## src/rtl/req_ack_pkg.sv

```systemverilog
// req_ack_pkg: state encoding and default parameters shared by the req/ack requester and its checker
package req_ack_pkg;
    typedef enum logic [1:0] {ST_IDLE, ST_REQ, ST_GAP} state_e;
    localparam int DEF_DATA_W  = 8;
    localparam int DEF_TIMEOUT = 8;
    localparam int DEF_GAP     = 1;
    localparam int DEF_CNT_W   = 16;
endpackage

```

## src/rtl/req_ack_sva.sv

```systemverilog
// req_ack_sva: concurrent assertions and covers for the req/ack requester (compiled in only with REQ_ACK_SVA_EN)
// Ports: clk, rst, state, ack, req, busy, done, timeout, spurious_ack, req_data (all observed, none driven).
module req_ack_sva
    import req_ack_pkg::*;
#(
    parameter int DATA_W  = DEF_DATA_W,
    parameter int TIMEOUT = DEF_TIMEOUT,
    parameter int GAP     = DEF_GAP
)(
    input logic              clk,
    input logic              rst,
    input state_e            state,
    input logic              ack,
    input logic              req,
    input logic              busy,
    input logic              done,
    input logic              timeout,
    input logic              spurious_ack,
    input logic [DATA_W-1:0] req_data
);
    a_rise_from_idle: assert property (@(posedge clk) disable iff (rst) $rose(req) |-> $past(state) == ST_IDLE);
    a_data_stable: assert property (@(posedge clk) disable iff (rst) req && $past(req) |-> $stable(req_data));
    a_bounded: assert property (@(posedge clk) disable iff (rst) $rose(req) |-> ##[1:TIMEOUT] (done || timeout));
    a_exclusive: assert property (@(posedge clk) disable iff (rst) !(done && timeout));
    a_busy_covers_req: assert property (@(posedge clk) disable iff (rst) req |-> busy);
    c_done: cover property (@(posedge clk) disable iff (rst) done);
    c_timeout: cover property (@(posedge clk) disable iff (rst) timeout);
    c_spurious: cover property (@(posedge clk) disable iff (rst) $rose(spurious_ack) && !ack);
    c_back_to_back: cover property (@(posedge clk) disable iff (rst) done ##[1:GAP+1] $rose(req));
endmodule

```

## src/rtl/req_ack_requester.sv

```systemverilog
// req_ack_requester: single-outstanding req/ack requester with timeout, idle gap and completion counter
// Ports: clk, rst (sync, active-high); start/start_data command in; ack from responder;
//        busy, req, req_data, done, timeout, spurious_ack, txn_count registered outputs.
// Define REQ_ACK_SVA_EN to compile in the req_ack_sva checker.
module req_ack_requester
    import req_ack_pkg::*;
#(
    parameter int DATA_W  = DEF_DATA_W,
    parameter int TIMEOUT = DEF_TIMEOUT,
    parameter int GAP     = DEF_GAP,
    parameter int CNT_W   = DEF_CNT_W
)(
    input  logic              clk,
    input  logic              rst,
    input  logic              start,
    input  logic [DATA_W-1:0] start_data,
    input  logic              ack,
    output logic              busy,
    output logic              req,
    output logic [DATA_W-1:0] req_data,
    output logic              done,
    output logic              timeout,
    output logic              spurious_ack,
    output logic [CNT_W-1:0]  txn_count
);
    // one counter serves both the REQ wait and the GAP countdown
    localparam int MAXC = TIMEOUT > GAP ? TIMEOUT : GAP;
    localparam int CW   = $clog2(MAXC + 1);
    state_e        state, nxt;
    logic [CW-1:0] cnt;
    logic          hit, expire, gap_end;
    always_comb begin
        hit     = state == ST_REQ && ack;
        expire  = state == ST_REQ && !ack && cnt == CW'(TIMEOUT - 1);
        gap_end = state == ST_GAP && cnt == CW'(GAP > 0 ? GAP - 1 : 0);
        nxt     = state == ST_IDLE ? (start ? ST_REQ : ST_IDLE)
                : (hit || expire)  ? (GAP > 0 ? ST_GAP : ST_IDLE)
                : gap_end          ? ST_IDLE
                : state;
    end
    always_ff @(posedge clk) begin
        if (rst) begin
            state        <= ST_IDLE;
            cnt          <= '0;
            req          <= 1'b0;
            busy         <= 1'b0;
            done         <= 1'b0;
            timeout      <= 1'b0;
            spurious_ack <= 1'b0;
            req_data     <= '0;
            txn_count    <= '0;
        end else begin
            state        <= nxt;
            cnt          <= (nxt != state || state == ST_IDLE) ? '0 : cnt + 1'b1;
            req          <= nxt == ST_REQ;
            busy         <= nxt != ST_IDLE;
            done         <= hit;
            timeout      <= expire;
            spurious_ack <= spurious_ack | (ack & ~req);
            if (state == ST_IDLE && start)
                req_data <= start_data;
            if (hit && txn_count != '1)
                txn_count <= txn_count + 1'b1;
        end
    end
`ifdef REQ_ACK_SVA_EN
    req_ack_sva #(.DATA_W(DATA_W), .TIMEOUT(TIMEOUT), .GAP(GAP)) u_sva (
        .clk(clk), .rst(rst), .state(state), .ack(ack), .req(req), .busy(busy),
        .done(done), .timeout(timeout), .spurious_ack(spurious_ack), .req_data(req_data)
    );
`else
`endif
endmodule

```

## config.mk

```make
export PLATFORM = sky130hd
export DESIGN_NAME = req_ack_requester
export DESIGN_NICKNAME = d
export VERILOG_FILES = /design/src/rtl/req_ack_pkg.sv /design/src/rtl/req_ack_sva.sv /design/src/rtl/req_ack_requester.sv
export SDC_FILE = /design/constraint.sdc
export NUM_CORES = 1
export LEC_CHECK = 0
export CORE_MARGIN = 5
export CORE_UTILIZATION = 43
export DETAILED_ROUTE_END_ITERATION = 6
export PLACE_DENSITY = 0.76
export RECOVER_POWER = 50
export SLEW_MARGIN = 10
export SYNTH_ARGS = -nofsm -noshare
export SYNTH_HDL_FRONTEND = slang
export SYNTH_SLANG_ARGS = --single-unit
```

## constraint.sdc

```tcl
create_clock -name clk -period 1.54 [get_ports clk]
set_input_delay 0.308 -clock clk [delete_from_list [all_inputs] [get_ports clk]]
set_output_delay 0.308 -clock clk [all_outputs]
set_load 0.02 [all_outputs]
```

==> run metrics <==
fin. max-slew vios=0; Ys Warns=0; crit path max-delay cell type=or4_4; Nets=263; Die Wd=69.7 um; Synth Area in Adders=2.45%; DR vias/cell=5.29; Leak=1.09 nW; fillers=258; Critical Path Sink Type=flip-flop; Detail Route Antenna Nets=0; final worst slack=-0.0906 ns; routability congestion estimate=0.817; commonest non-fill, non-tap cell in the layout=buf_4; clk_lat worst skew=0.35 ns; cell area after synthesis=1530 um2; Synth Area in XOR/XNOR=1.71%; Setup CP Type=reg -> reg; area fraction in compound gates after synthesis=11.7%; Layout Skew=0.00703 ns; Rel. slew slack=74.8%; die height=69.7 um; crit path launch type=flip-flop; layout cells sized above 1=33.7%; commonest cells after routing, fill and taps aside=31 x buf_4, 27 x dlygate4sd2_1, 21 x nor2_1, 21 x dfxtp_1, 11 x clkdlybuf4s50_1; FF+latch area=728 um2; Mapped Nets=186; H-tree Lvls=2; HPWL after detailed placement=3090 um; largest family of logic cells by synthesized area=simple AND/OR/NAND/NOR gates; drt drc=0; DR vias=1562; reg2reg end=txn_count[15]; routed length per instance=14.1 um; Clock Path Buffers=2; largest net degree at the start of global routing=24; Multi-input gate area=887 um2; Hold WC Path Type=reg -> reg; CTS buffer count=5; R2R depth=4; setup violators final=7; Yosys reg bits=35; DRT Pass-1 Iters=4; CP required=1.83 ns; Max IR drop VDD=0.594 mV; Max-cap violations=0; minimum clock period after layout=1.63 ns; synth unique cells=34; Area growth syn-to-layout=57.6%; RSZ-0062 raised after global routing=true; crit path cell chain=and4_1, and4_2, or4_4, a21oi_2; hold depth=2; drt first-iter violations=63; Worst Max-Slew Pin Slew=0.375 ns; met1 WL=1680 um; WHS=0.479 ns; port bufs=40; slowest stage delay, CP=0.54 ns; run status=finished, violations left; final core utilization=71.3%; Worst R2R Start=txn_count[12]; die area=4860 um2; PwrDens=702 nW/um2; clock sink total=35; Top Metal Used=met4; root buffer cell=clkbuf_4; Setup TNS=-0.401 ns; post-synthesis simple-gate area fraction=26.6%; met2 wire length=2110 um; Fmax achieved=0.613 GHz; Worst Hold Endpoint=spurious_ack; mux cell area share after synthesis=8.08%; cell family with most CP delay=simple AND/OR/NAND/NOR gates; vias in the first global route=1568; CP Max Fanout=7; crit path buf inv count=0; Seq/Total Area, Yosys=45.7%; Tcrit/Tclk final=106%; WP data arrival=1.92 ns; met3 WL post-DR=271 um; num ports=41; CTS tree=done; Routed WL=4170 um; diode count=0; failing checks=negative setup slack; r2r setup slk=-0.09 ns; mean post-synth cell area=8.96 um2; Starting Density=45.2%; first-pass GRT wire length=6920 um; antenna violations before repair=0; cells after synthesis=171; Core Footprint=3390 um2; GRT Overall Usage=17.5%; hold buffer count at CTS=0; number of core rows=21; Power Total=0.00170 W; grt ovf=0; Hold Startpoint=spurious_ack; Clock transition at path regs=0.11 ns; Hold Vio Cnt, Final=0
==> state kept, by name, indices dropped and copies added (netlist names) <==
register / flops
cnt: 4
spurious_ack: 1
req_data: 8
req: 1
busy: 1
txn_count: 16
done: 1
timeout: 1
state: 2
==> Yosys cell counts <==
master | instances | area, um2
buf_4 | 1 | 7.51
xor2_1 | 1 | 8.76
o31ai_1 | 4 | 30.0
xnor2_1 | 2 | 17.5
a22oi_1 | 1 | 7.51
or3_1 | 6 | 37.5
a21oi_1 | 12 | 60.1
and4_1 | 5 | 43.8
mux2_2 | 3 | 33.8
nor2_1 | 22 | 82.6
and2_1 | 1 | 6.26
nand3_1 | 4 | 20.0
and3b_1 | 2 | 17.5
buf_6 | 1 | 11.3
or4_1 | 4 | 30.0
ha_1 | 3 | 37.5
nand2b_1 | 2 | 12.5
o21ai_0 | 7 | 35.0
dfxtp_1 | 35 | 701
inv_1 | 5 | 18.8
a311o_1 | 1 | 10.0
buf_2 | 1 | 5.00
mux2i_1 | 9 | 90.1
nand4b_1 | 1 | 8.76
nor2b_1 | 4 | 25.0
clkbuf_1 | 4 | 15.0
and3_1 | 4 | 25.0
o211a_1 | 1 | 10.0
nor3_1 | 6 | 30.0
nand4_1 | 2 | 12.5
o21bai_1 | 1 | 7.51
nor3b_1 | 2 | 15.0
nand2_1 | 11 | 41.3
a31oi_1 | 3 | 18.8
==> stage by stage <==
| stage | instances | setup slack, ns | instance area, um2 |
|---|---|---|---|
| final | 295 | -0.0906 | 2420 |
| after global routing | 295 | -0.167 | 2420 |
| after CTS | 293 | -0.151 | 2330 |
| after detailed placement | 281 | -0.496 | 2250 |
| after global placement | 281 | -0.449 | 2250 |
| after floorplan | 171 | -0.0998 | 1570 |
==> area by class of cell <==
cell class,count,share of cell area (%)
multi-input combinational,124,36.7
sequential,35,30.1
timing repair buffer,77,27.8
tap,46,2.38
clock buffer,6,1.71
inverter,5,0.777
clock inverter,2,0.518
==> cells by family (layout without fill, tap and decap cells) <==
logic type | after synthesis | count (layout)
xor+xnor | 3 | 3
simple gates | 76 | 76
flops | 35 | 35
compound gates | 30 | 30
buf+inv | 12 | 90
mux | 12 | 12
fa+ha+maj | 3 | 3
==> layer usage <==
layer	GRT usage, %	vias up
li1	-	770
met1	18.5	738
met2	30.7	43
met3	5.94	11
met4	8.51	0
met5	0	-
==> power breakdown <==
part | total (W) | switching, W | leakage, nW | internal, W
sequential | 0.000950 | 0.0000182 | 0.293 | 0.000932
combinational | 0.000248 | 0.000125 | 0.766 | 0.000123
clock | 0.000498 | 0.000322 | 0.0282 | 0.000176
total | 0.00170 | 0.000465 | 1.09 | 0.00123
==> how the worst max path moves through the flow <==
stage / start / end / slack (ns) / depth (start not counted)
after floorplan: txn_count[0] / txn_count[14] / -0.1 / 5
after global placement: ack / txn_count[14] / -0.45 / 5
after detailed placement: ack / txn_count[14] / -0.50 / 5
after CTS: txn_count[0] / txn_count[14] / -0.15 / 5
after global routing: txn_count[0] / txn_count[14] / -0.17 / 5
final: txn_count[12] / txn_count[15] / -0.09 / 4
==> worst reg2reg max path, stage by stage, from the launching register on <==
cell	delay [ns]
dfxtp_4	0.35
and4_1	0.22
and4_2	0.30
or4_4	0.54
a21oi_2	0.16
==> what timing repair did <==
action,4_1_cts,5_1_grt
buffers inserted,4,2
endpoints found under the setup margin,39,21
cloned,0,0
pin swaps,7,9
resized for setup,39,23
No activity file was read; power rests on OpenSTA's default activity.
